==> src/rtl/lsu_pkg.sv <==
// Shared definitions for the load/store unit: RV32I width codes, FSM states
// and the request legality check applied at acceptance.
package lsu_pkg;

    localparam logic [2:0] F3_B  = 3'b000;
    localparam logic [2:0] F3_H  = 3'b001;
    localparam logic [2:0] F3_W  = 3'b010;
    localparam logic [2:0] F3_BU = 3'b100;
    localparam logic [2:0] F3_HU = 3'b101;

    typedef enum logic [1:0] {
        S_IDLE  = 2'd0,
        S_LOAD  = 2'd1,
        S_MERGE = 2'd2
    } lsu_state_e;

    // Misalignment, unknown width code, unsigned store, or address past the memory.
    function automatic logic access_error(input logic        we,
                                          input logic [2:0]  funct3,
                                          input logic [31:0] addr,
                                          input logic [31:0] mem_words);
        logic err;
        case (funct3)
            F3_B, F3_BU: err = 1'b0;
            F3_H, F3_HU: err = addr[0];
            F3_W:        err = (addr[1:0] != 2'b00);
            default:     err = 1'b1;
        endcase
        if (we && funct3[2]) err = 1'b1;
        if ({2'b00, addr[31:2]} >= mem_words) err = 1'b1;
        return err;
    endfunction

endpackage

==> src/rtl/lsu_align.sv <==
// Little-endian lane handling: extracts and extends a load lane from a word,
// and builds the write-back word for sub-word stores.
module lsu_align
    import lsu_pkg::*;
(
    input  logic [31:0] word_i,
    input  logic [1:0]  byte_off_i,
    input  logic [2:0]  funct3_i,
    input  logic [31:0] store_data_i,
    output logic [31:0] load_data_o,
    output logic [31:0] merged_o
);

    logic [7:0]  lane_b;
    logic [15:0] lane_h;

    assign lane_b = word_i[{byte_off_i, 3'b000} +: 8];
    assign lane_h = word_i[{byte_off_i[1], 4'b0000} +: 16];

    // NOTE: every always_comb output gets a default first so no path leaves it unassigned (no latch).
    always_comb begin
        load_data_o = word_i;
        case (funct3_i)
            F3_B:    load_data_o = {{24{lane_b[7]}}, lane_b};
            F3_BU:   load_data_o = {24'h0, lane_b};
            F3_H:    load_data_o = {{16{lane_h[15]}}, lane_h};
            F3_HU:   load_data_o = {16'h0, lane_h};
            default: load_data_o = word_i;
        endcase
    end

    always_comb begin
        merged_o = word_i;
        case (funct3_i[1:0])
            2'b00:   merged_o[{byte_off_i, 3'b000} +: 8]    = store_data_i[7:0];
            2'b01:   merged_o[{byte_off_i[1], 4'b0000} +: 16] = store_data_i[15:0];
            default: merged_o = store_data_i;
        endcase
    end

endmodule

==> src/rtl/lsu.sv <==
// RV32I load/store unit in front of a single-port memory with a 1-cycle
// registered read; sub-word stores are done as read-modify-write.
module lsu
    import lsu_pkg::*;
#(
    parameter int unsigned MEM_WORDS = 4096
) (
    input  logic        clk,
    input  logic        rst,
    input  logic        req_valid,
    output logic        req_ready,
    input  logic        req_we,
    input  logic [2:0]  req_funct3,
    input  logic [31:0] req_addr,
    input  logic [31:0] req_wdata,
    output logic        resp_valid,
    output logic [31:0] resp_rdata,
    output logic        resp_err,
    output logic        mem_write_en,
    output logic [31:0] mem_addr,
    output logic [31:0] mem_write_data,
    input  logic [31:0] mem_read_data
);

    lsu_state_e  state_q;
    logic [31:0] addr_q;
    logic [2:0]  funct3_q;
    logic [31:0] wdata_q;
    logic        resp_valid_q;
    logic [31:0] resp_rdata_q;
    logic        resp_err_q;

    logic        accept;
    logic        req_err;
    logic [31:0] load_data;
    logic [31:0] merged_word;

    assign req_ready = (state_q == S_IDLE) && !rst;
    assign accept    = req_valid && req_ready;
    assign req_err   = access_error(req_we, req_funct3, req_addr, MEM_WORDS);

    // The address is live from the request while idle so the read lands in LOAD/MERGE.
    assign mem_addr       = (state_q == S_IDLE) ? {2'b00, req_addr[31:2]} : {2'b00, addr_q[31:2]};
    assign mem_write_data = (state_q == S_MERGE) ? merged_word : req_wdata;

    always_comb begin
        mem_write_en = 1'b0;
        if (!rst) begin
            if (state_q == S_MERGE)
                mem_write_en = 1'b1;
            else if (state_q == S_IDLE && accept && !req_err && req_we && req_funct3 == F3_W)
                mem_write_en = 1'b1;
        end
    end

    lsu_align u_align (
        .word_i       (mem_read_data),
        .byte_off_i   (addr_q[1:0]),
        .funct3_i     (funct3_q),
        .store_data_i (wdata_q),
        .load_data_o  (load_data),
        .merged_o     (merged_word)
    );

    // NOTE: sequential state uses non-blocking assignments so every register samples pre-edge values.
    always_ff @(posedge clk) begin
        if (rst) begin
            state_q      <= S_IDLE;
            addr_q       <= '0;
            funct3_q     <= '0;
            wdata_q      <= '0;
            resp_valid_q <= 1'b0;
            resp_rdata_q <= '0;
            resp_err_q   <= 1'b0;
        end else begin
            resp_valid_q <= 1'b0;
            case (state_q)
                S_IDLE: begin
                    if (accept) begin
                        addr_q   <= req_addr;
                        funct3_q <= req_funct3;
                        wdata_q  <= req_wdata;
                        if (req_err || (req_we && req_funct3 == F3_W)) begin
                            resp_valid_q <= 1'b1;
                            resp_rdata_q <= '0;
                            resp_err_q   <= req_err;
                        end else if (!req_we) begin
                            state_q <= S_LOAD;
                        end else begin
                            state_q <= S_MERGE;
                        end
                    end
                end
                S_LOAD: begin
                    resp_valid_q <= 1'b1;
                    resp_rdata_q <= load_data;
                    resp_err_q   <= 1'b0;
                    state_q      <= S_IDLE;
                end
                S_MERGE: begin
                    resp_valid_q <= 1'b1;
                    resp_rdata_q <= '0;
                    resp_err_q   <= 1'b0;
                    state_q      <= S_IDLE;
                end
                default: state_q <= S_IDLE;
            endcase
        end
    end

    assign resp_valid = resp_valid_q;
    assign resp_rdata = resp_rdata_q;
    assign resp_err   = resp_err_q;

endmodule

==> config.mk <==
export PLATFORM = sky130hd
export DESIGN_NAME = lsu
export DESIGN_NICKNAME = d
export VERILOG_FILES = /design/src/rtl/lsu_pkg.sv /design/src/rtl/lsu_align.sv /design/src/rtl/lsu.sv
export SDC_FILE = /design/constraint.sdc
export NUM_CORES = 1
export LEC_CHECK = 0
export CORE_UTILIZATION = 47
export CTS_BUF_LIST = sky130_fd_sc_hd__clkbuf_8 sky130_fd_sc_hd__clkbuf_16
export DETAILED_ROUTE_END_ITERATION = 16
export PLACE_DENSITY_LB_ADDON = 0.15
export SLEW_MARGIN = 40
export SYNTH_ARGS = -nofsm -noshare
export SYNTH_HDL_FRONTEND = slang
export SYNTH_SLANG_ARGS = --single-unit
==> constraint.sdc <==
create_clock -name clk -period 3.1 [get_ports clk]
set_input_delay 0.31 -clock clk [delete_from_list [all_inputs] [get_ports clk]]
set_output_delay 0.31 -clock clk [all_outputs]
set_load 0.005 [all_outputs]
; After elaboration in Yosys (flattened, before gate mapping)
; Index checks and enable logic that the tools add are counted.
[classes]
order_cmp = 1
muxes = 22
reduce_logical = 26
shifts = 6
n_eq_ne = 12
n_bitwise = 2
n_addsub = 2
[op_table]
columns = operator, n
row1 = case mux 32 bit (4 select lines), 1
row2 = two-way mux 32 bit, 3
row3 = case mux 32 bit (3 select lines), 1
row4 = bitwise mux 32 bit, 2
row5 = case mux 32 bit (2 select lines), 1
row6 = "variable shift 16 x 7 -> 32 bit, first input constant", 1
row7 = "variable shift 8 x 7 -> 32 bit, first input constant", 1
row8 = indexed part select 16 x 7 -> 32 bit, 1
row9 = indexed part select 32 x 6 -> 16 bit, 1
row10 = indexed part select 32 x 6 -> 8 bit, 1
row11 = indexed part select 8 x 7 -> 32 bit, 1
row12 = ">= comparator 30 x 13 -> 1 bit, second input constant", 1
row13 = two-way mux 30 bit, 1
row14 = negator 5 -> 7 bit, 2
row15 = "equality test 3 bit, second input constant", 4
row16 = two-way mux 1 bit, 9
row17 = logical AND 1 bit, 8
row18 = OR reduction 2 bit, 4
row19 = "equality test 3 x 1 -> 1 bit, second input constant", 2
row20 = logical NOT 3 bit, 2
row21 = AND reduction 3 bit, 2
row22 = "equality test 2 x 1 -> 1 bit, second input constant", 2
row23 = logical NOT 2 bit, 2
row24 = case mux 1 bit (2 select lines), 2
row25 = other kinds (12), 16
[word_totals]
out_inout_bits = 100
wordCells = 78
reg_bits = 103

; Depth between registers and ports, before layout
; Gate-level depths: netlist of run 1.
[depth]
word_depth = 12
ltp_mapped = 10
mapped_depth_nobuf = 7

; Cells and area by module
; Synthesis of run 1 repeated with hierarchy kept, for this count alone.
[hier_totals]
cells_unflattened = 794
hier_area_um2 = 6583.8
[by_module_without_submodules]
columns = mod, cells_per_inst, n_inst, seq_area_each_um2, area_each_um2
row1 = lsu, 552, 1, 2062.0, 4977.3
row2 = lsu_align, 242, 1, 0.0, 1606.5

; Worst setup path after synthesis of run 1
; Ideal clock, no wire load.
[synth_path]
path_type = reg-to-output
from = register addr_q[1]
to = output port mem_write_data[30]
arrival_time_ns = 2.234
path_stages_with_launch = 11
t_required_ns = 2.790
path_slack_ns = 0.556
path_cell_list = dfxtp_1 > buf_2 > buf_2 > inv_1 > ha_1 > nor4bb_1 > clkbuf_1 > a221oi_1 > a211oi_1 > a21oi_1 > a21oi_1
[synth_via]
elab_chain_cells = 5
elab_cells_between_ends = 10
classes_between = add/sub: 2 / shift: 4 / mux: 4
[synth_rtl]
columns = element, line_no
row1 = "start, declared", lsu.sv:26  ; logic [31:0] addr_q;
row2 = "start signal, assigned", lsu.sv:80  ; addr_q <= req_addr;
row3 = "negator 5 -> 7 bit, on equally long branches", "lsu_align.sv:36, lsu_align.sv:35"
row4 = indexed part select 16 x 7 -> 32 bit (tied with other cells), lsu_align.sv:36  ; 2'b01: merged_o[{byte_off_i[1], 4'b0000} +: 16] = store_data_i[15:0];
row5 = "bitwise mux 32 bit, on equally long branches", "lsu_align.sv:36, lsu_align.sv:35"
row6 = case mux 32 bit (2 select lines) (*), lsu_align.sv:34  ; case (funct3_i[1:0])
row7 = two-way mux 32 bit (*), lsu.sv:44  ; assign mem_write_data = (state_q == S_MERGE) ? merged_word : req_wdata;
row8 = "end, declared", lsu.sv:21  ; output logic [31:0] mem_write_data,
; Every way passes the cells marked *; elsewhere a longest branch is shown, timed or not.

; Worst setup path in the final report of run 1
[layout_path]
from = register addr_q[1]
to = output port mem_write_data[17]
; Same word-level chain as after synthesis.

==> out/results.txt, run 1 <==
status = finished, final reports clean
R2R depth = 8
Clock Skews = 0.00708 ns
yosys warns = 0
Clk Latency, worst-skew pair = 0.36 ns
Final Max Tran Viols = 0
critical path's slowest cell = clkdlybuf4s50_1
Die Ht = 118 µm
ys async rst share = 0
Primary FF master, synth = dfxtp_1
vias in the first global route = 6157
largest net degree at the start of global routing = 78
Post-Syn Instances = 810
Final min period = 3.00 ns
Worst setup SP type = flip-flop
Worst-path clk slew = 0.07 ns
Yosys reg bits = 103
max-cap violation count = 0
Inserted Clock Buffers = 9
Synth area leaders = dfxtp_1 (33%), nand3b_1 (11%), nand2_1 (9.8%)
initial drt markers = 644
Final HPWL DP = 14400 µm
first-pass GRT wire length = 32800 µm
boundary pin count = 203
peak supply drop = 0.273 mV
Worst-Margin Slew = 0.807 ns
Area Overhead vs Synth = 39.7%
critical path cell sequence = clkinvlp_4 > ha_4 > nor4bb_2 > buf_4 > a21oi_1 > o21ai_0 > o21a_1 > clkdlybuf4s50_1
Die Area = 13900 µm²
Synth top area share = 0.327
TritonCTS clock tree = yes
final period utilization = 0.968
Vias/cell = 5.80
total power = 3.42 mW
initial antenna violation count = 0
r2r setup slk = 0.89 ns
post-route ant nets = 0
Post-Place Cell Area = 8420 µm²
die width = 118 µm
WP data required = 2.79 ns
CTS root buf = clkbuf_16
vias = 6700
Clock Sink Count = 103
Core Footprint = 12900 µm²
max incr delay on CP = 0.50 ns
RSZ-0062 raised after global routing = no
# setup viols final = 0
Slew headroom = 0.462
CP arrival = 2.69 ns
Setup crit end kind = primary output
GR Overflow Total = 0
DRC violations left = 0
cell area after layout = 8810 µm²
fmax = 333 MHz
Initial Util = 0.490
# nets final = 1092
PD cells = 388 nW/µm²
total track usage = 0.295
share of cells above drive strength 1 = 0.0916
Synth area leader = dfxtp_1
port bufs = 200
Setup Crit Path Kind = reg -> out
post-synthesis sequential area ratio = 0.327
number of synthesized flops with an enable pin = 0
DRT Pass-1 Iters = 4
final setup TNS = 0 ns
crit path max fanout = 8
count of cell types in the netlist = 52
Bufs on Longest Clock Path = 2
Synth Area per Inst = 7.79 µm²
Final Hold Viols = 0
cell area after synthesis = 6310 µm²
Hold WC Path Type = reg -> reg
Site Rows = 41
ANT cells = 0
H-tree levels = 3
P_leak = 3.41 nW
wire length after detailed routing = 20700 µm
Hold Path Depth = 2
Final GP Congestion = 0.882
Routed WL per cell = 17.9 µm
logic make-up after synthesis:
family | Yosys count | synth area share
buffers and inverters | 86 | 0.0587
other | 1 | 0.000595
adders and majority gates | 10 | 0.0198
muxes | 33 | 0.0585
AOI/OAI and AO/OA | 211 | 0.231
DFF | 103 | 0.327
and+or+nand+nor | 366 | 0.304
through the flow:
stage	hold slack, ns	worst slack (ns)	std cells	util
6_report	0.472	0.0981	1155	0.684
5_1_grt	0.495	0.00175	1155	0.684
4_1_cts	0.476	0.0265	1153	0.680
3_5_place_dp	0.462	0.171	1138	0.654
3_3_place_gp	0.460	0.271	1138	0.654
2_1_floorplan	0.409	0.556	811	-
registers in the layout (all words and copies together) (netlist names):
signal and count:
resp_valid 1, wdata_q 32, funct3_q 3, state_q 2, resp_rdata 32, resp_err 1
addr_q 32
area by class of cell:
cell class,count,area [µm²]
sequential,103,2070
clock inverter,5,73.8
clock buffer,10,239
multi-input combinational,622,3940
inverter,17,67.6
timing repair buffer,226,2200
tap,172,215
fill,1136,4070
placed cells by master (no fill, tap or decap), drive strengths merged, types with 7 or more instances in the layout:
cell type and count:
nor2 34, inv 17, clkdlybuf4s50 199, clkbuf 10, buf 27, o31ai 32
a221oi 30, o21a 16, a21oi 51, dfxtp 103, nand3b 90, ha 10
a22oi 15, mux2 31, a21o 7, nor2b 43, o21ai 38, nand2 165
repair_timing:
action                                  4_1_cts  5_1_grt
resized for setup                             7       12
buffers inserted                              0        2
hold buffers                                  0        0
pin swaps                                     0        1
endpoints found under the setup margin       12       31
final timing paths:
path                   start            endpoint
setup reg to reg  state_q[0]          wdata_q[9]
setup / recovery   addr_q[1]  mem_write_data[17]
hold reg to reg   addr_q[13]          addr_q[13]
hold / removal    addr_q[13]          addr_q[13]
metal layers:
metal,global-route usage,up-vias,share of wire
met5,0,-,0
met4,0.104,0,0.029
met3,0.0799,45,0.088
met2,0.470,296,0.46
met1,0.380,3130,0.42
li1,-,3229,-
cells in the mapped netlist (3+ instances only):
cell,count
a21o_1,7
buf_6,4
a221oi_1,30
ha_1,10
buf_2,5
and2_1,3
mux2_2,31
o21ai_1,5
o21ai_0,33
nand2_1,165
dfxtp_1,103
nor3_1,5
nor2_1,34
o31ai_1,32
nand2b_1,3
inv_1,17
buf_4,3
nor2b_1,43
nor3b_1,3
nor4_1,6
o221ai_1,6
clkbuf_1,51
a21oi_1,51
nand3b_1,90
buf_1,6
o21a_1,16
a22oi_1,15
critical path: cells and delay by family (launching register included):
kind	cells	cell delay, ns
and+or+nand+nor	1	0.23
adders and majority gates	1	0.34
buffers and inverters	3	0.88
DFF	1	0.39
AOI/OAI and AO/OA	3	0.48
where the power goes:
part | internal, mW | leakage [nW] | switching, mW
logic | 0.379 | 2.40 | 0.367
registers | 1.39 | 0.845 | 0.0588
clock network | 0.720 | 0.160 | 0.508
total | 2.49 | 3.41 | 0.934
(Power assumes the default switching activity.)
==> inputs of run 2 (changes only) <==
--- a/config.mk
+++ b/config.mk
@@ -5,7 +5,10 @@
 export SDC_FILE = /design/constraint.sdc
 export NUM_CORES = 1
 export LEC_CHECK = 0
-export CORE_UTILIZATION = 47
+export CELL_PAD_IN_SITES_DETAIL_PLACEMENT = 0
+export CELL_PAD_IN_SITES_GLOBAL_PLACEMENT = 1
+export CORE_MARGIN = 3
+export CORE_UTILIZATION = 34
 export CTS_BUF_LIST = sky130_fd_sc_hd__clkbuf_8 sky130_fd_sc_hd__clkbuf_16
 export DETAILED_ROUTE_END_ITERATION = 16
 export PLACE_DENSITY_LB_ADDON = 0.15
==> out/results.txt, run 2 (synthesis gave the netlist of run 1 again) <==
crit path max fanout = 31 (was 8)
CP arrival = 2.64 ns (was 2.69 ns)
Final HPWL DP = 16400 µm (was 14400 µm)
leading cell type in the layout, fill and taps excluded = clkdlybuf4s50_1 (unchanged)
final setup TNS = 0 ns (unchanged)
Placed Cells = 1200 (was 1138)
Inserted Clock Buffers = 9 (unchanged)
H-tree levels = 3 (unchanged)
vias in the first global route = 6293 (was 6157)
Setup Crit Path Kind = reg -> out (unchanged)
total track usage = 0.222 (was 0.295)
Clock Sink Count = 103 (unchanged)
postcts setup bufs = 0 (unchanged)
TritonCTS clock tree = yes (unchanged)
commonest cells after routing, fill and taps aside = clkdlybuf4s50_1 (199), nand2_1 (165), dfxtp_1 (102) (unchanged)
peak supply drop = 0.298 mV (was 0.273 mV)
Die Area = 20200 µm² (was 13900 µm²)
fin util = 0.491 (was 0.684)
critical path cell sequence = buf_12 > ha_1 > nor4bb_2 > buf_4 > a22oi_1 > o21ai_0 > o21a_1 > clkdlybuf4s50_1 (was clkinvlp_4 > ha_4 > nor4bb_2 > buf_4 > a21oi_1 > o21ai_0 > o21a_1 > clkdlybuf4s50_1)
Routed WL per cell = 18.8 µm (was 17.9 µm)
Hold WC Path Type = reg -> reg (unchanged)
NetSw = 976 µW (was 934 µW)
PD cells = 380 nW/µm² (was 388 nW/µm²)
Final Hold Viols = 0 (unchanged)
Final GP Congestion = 0.867 (was 0.882)
post-route ant nets = 0 (unchanged)
ANT cells = 0 (unchanged)
Switching Fraction = 0.289 (was 0.273)
die width = 142 µm (was 118 µm)
port bufs = 200 (unchanged)
Initial Util = 0.349 (was 0.490)
share of cells above drive strength 1 = 0.0922 (was 0.0916)
wire length after detailed routing = 22900 µm (was 20700 µm)
# setup viols final = 0 (unchanged)
initial antenna violation count = 0 (unchanged)
Int Pwr = 2.40 mW (was 2.49 mW)
Clk Latency, worst-skew pair = 0.36 ns (about the same)
Comb power frac = 0.225 (was 0.218)
initial drt markers = 376 (was 644)
Vias/cell = 5.39 (was 5.80)
Seq pwr share = 0.429 (was 0.423)
Die Ht = 142 µm (was 118 µm)
final std cells w/o fill = 1216 (was 1155)
Clock Skews = 0.0103 ns (was 0.00708 ns)
fmax = 339 MHz (was 333 MHz)
R2R depth = 8 (unchanged)
P_leak = 3.41 nW (about the same)
DRT Pass-1 Iters = 5 (was 4)
Slew headroom = 0.557 (was 0.462)
first-pass GRT wire length = 35500 µm (was 32800 µm)
critical path's slowest cell = clkdlybuf4s50_1 (unchanged)
total power = 3.37 mW (was 3.42 mW)
slack of the critical path = 0.147 ns (was 0.0981 ns)
largest net degree at the start of global routing = 78 (unchanged)
boundary pin count = 203 (unchanged)
Hold Path Depth = 2 (unchanged)
Placement Setup Slack = 0.181 ns (was 0.171 ns)
max incr delay on CP = 0.50 ns (about the same)
DRC violations left = 0 (unchanged)
Site Rows = 49 (was 41)
max-cap violation count = 0 (unchanged)
final period utilization = 0.953 (was 0.968)
Final Max Tran Viols = 0 (unchanged)
status = finished, final reports clean (unchanged)
Worst-path clk slew = 0.07 ns (about the same)
Bufs on Longest Clock Path = 2 (unchanged)
Setup crit end kind = primary output (unchanged)
CTS root buf = clkbuf_16 (unchanged)
vias = 6560 (was 6700)
Area Overhead vs Synth = 40.8% (was 39.7%)
Worst-Margin Slew = 0.664 ns (was 0.807 ns)
# nets final = 1095 (was 1092)
WP data required = 2.79 ns (about the same)
clock network power share = 0.346 (was 0.359)
GR Overflow Total = 0 (unchanged)
Final min period = 2.95 ns (was 3.00 ns)
Core Footprint = 18100 µm² (was 12900 µm²)
Worst setup SP type = flip-flop (unchanged)
run 2: area by class of cell:
class | count | area (µm²)
clock buffer | 9 | 225
clock inverter | 7 | 72.6
fill | 1760 | 9210
inverter | 17 | 63.8
multi-input combinational | 622 | 3930
sequential | 103 | 2060
tap | 229 | 287
timing repair buffer | 229 | 2240
run 2: stage by stage:
stage / instance area, µm² / hold WS (ns)
after detailed placement: 8530 / 0.461
after CTS: 8830 / 0.476
after global placement: 8530 / 0.459
after global routing: 8880 / 0.487
after floorplan: 6310 / 0.409
final: 8880 / 0.471
run 2: per-layer routing:
layer	wire, µm	up-vias	GRT usage
met5	0	-	0
met4	269	0	0.0465
met3	1710	18	0.0601
met2	10600	230	0.351
met1	10300	3068	0.304
li1	-	3244	-
run 2: power by group through the flow:
stage | Sequential, mW | Combinational (mW) | Clock (mW)
finish | 1.45 | 0.758 | 1.17
global route | 1.45 | 0.823 | 1.26
floorplan | 1.45 | 0.369 | 0
detailed placement | 1.48 | 0.745 | 0
global placement | 1.48 | 0.748 | 0
CTS | 1.45 | 0.751 | 1.21
run 2: final timing paths:
path / end / slack (ns) / startpoint
worst min register to register: addr_q[5] / 0.47 / addr_q[5]
worst max-delay path: mem_write_data[29] / 0.15 / addr_q[1]
worst max register to register: resp_rdata[8] / 0.89 / state_q[0]
worst min-delay path: addr_q[5] / 0.47 / addr_q[5]
run 2: worst max-delay path, delay by kind of cell, from the launching register on:
| kind | cells | cell delay, ns |
|---|---|---|
| AO/OA/AOI/OAI | 3 | 0.44 |
| AND/OR/NAND/NOR | 1 | 0.34 |
| adder cells (fa/ha/maj) | 1 | 0.19 |
| flip-flops | 1 | 0.39 |
| buffers and inverters | 3 | 0.92 |
run 2: timing repair:
item	4_1_cts	5_1_grt
hold buffers	0	0
endpoints found under the setup margin	10	19
pin swaps	0	1
resized for setup	3	13
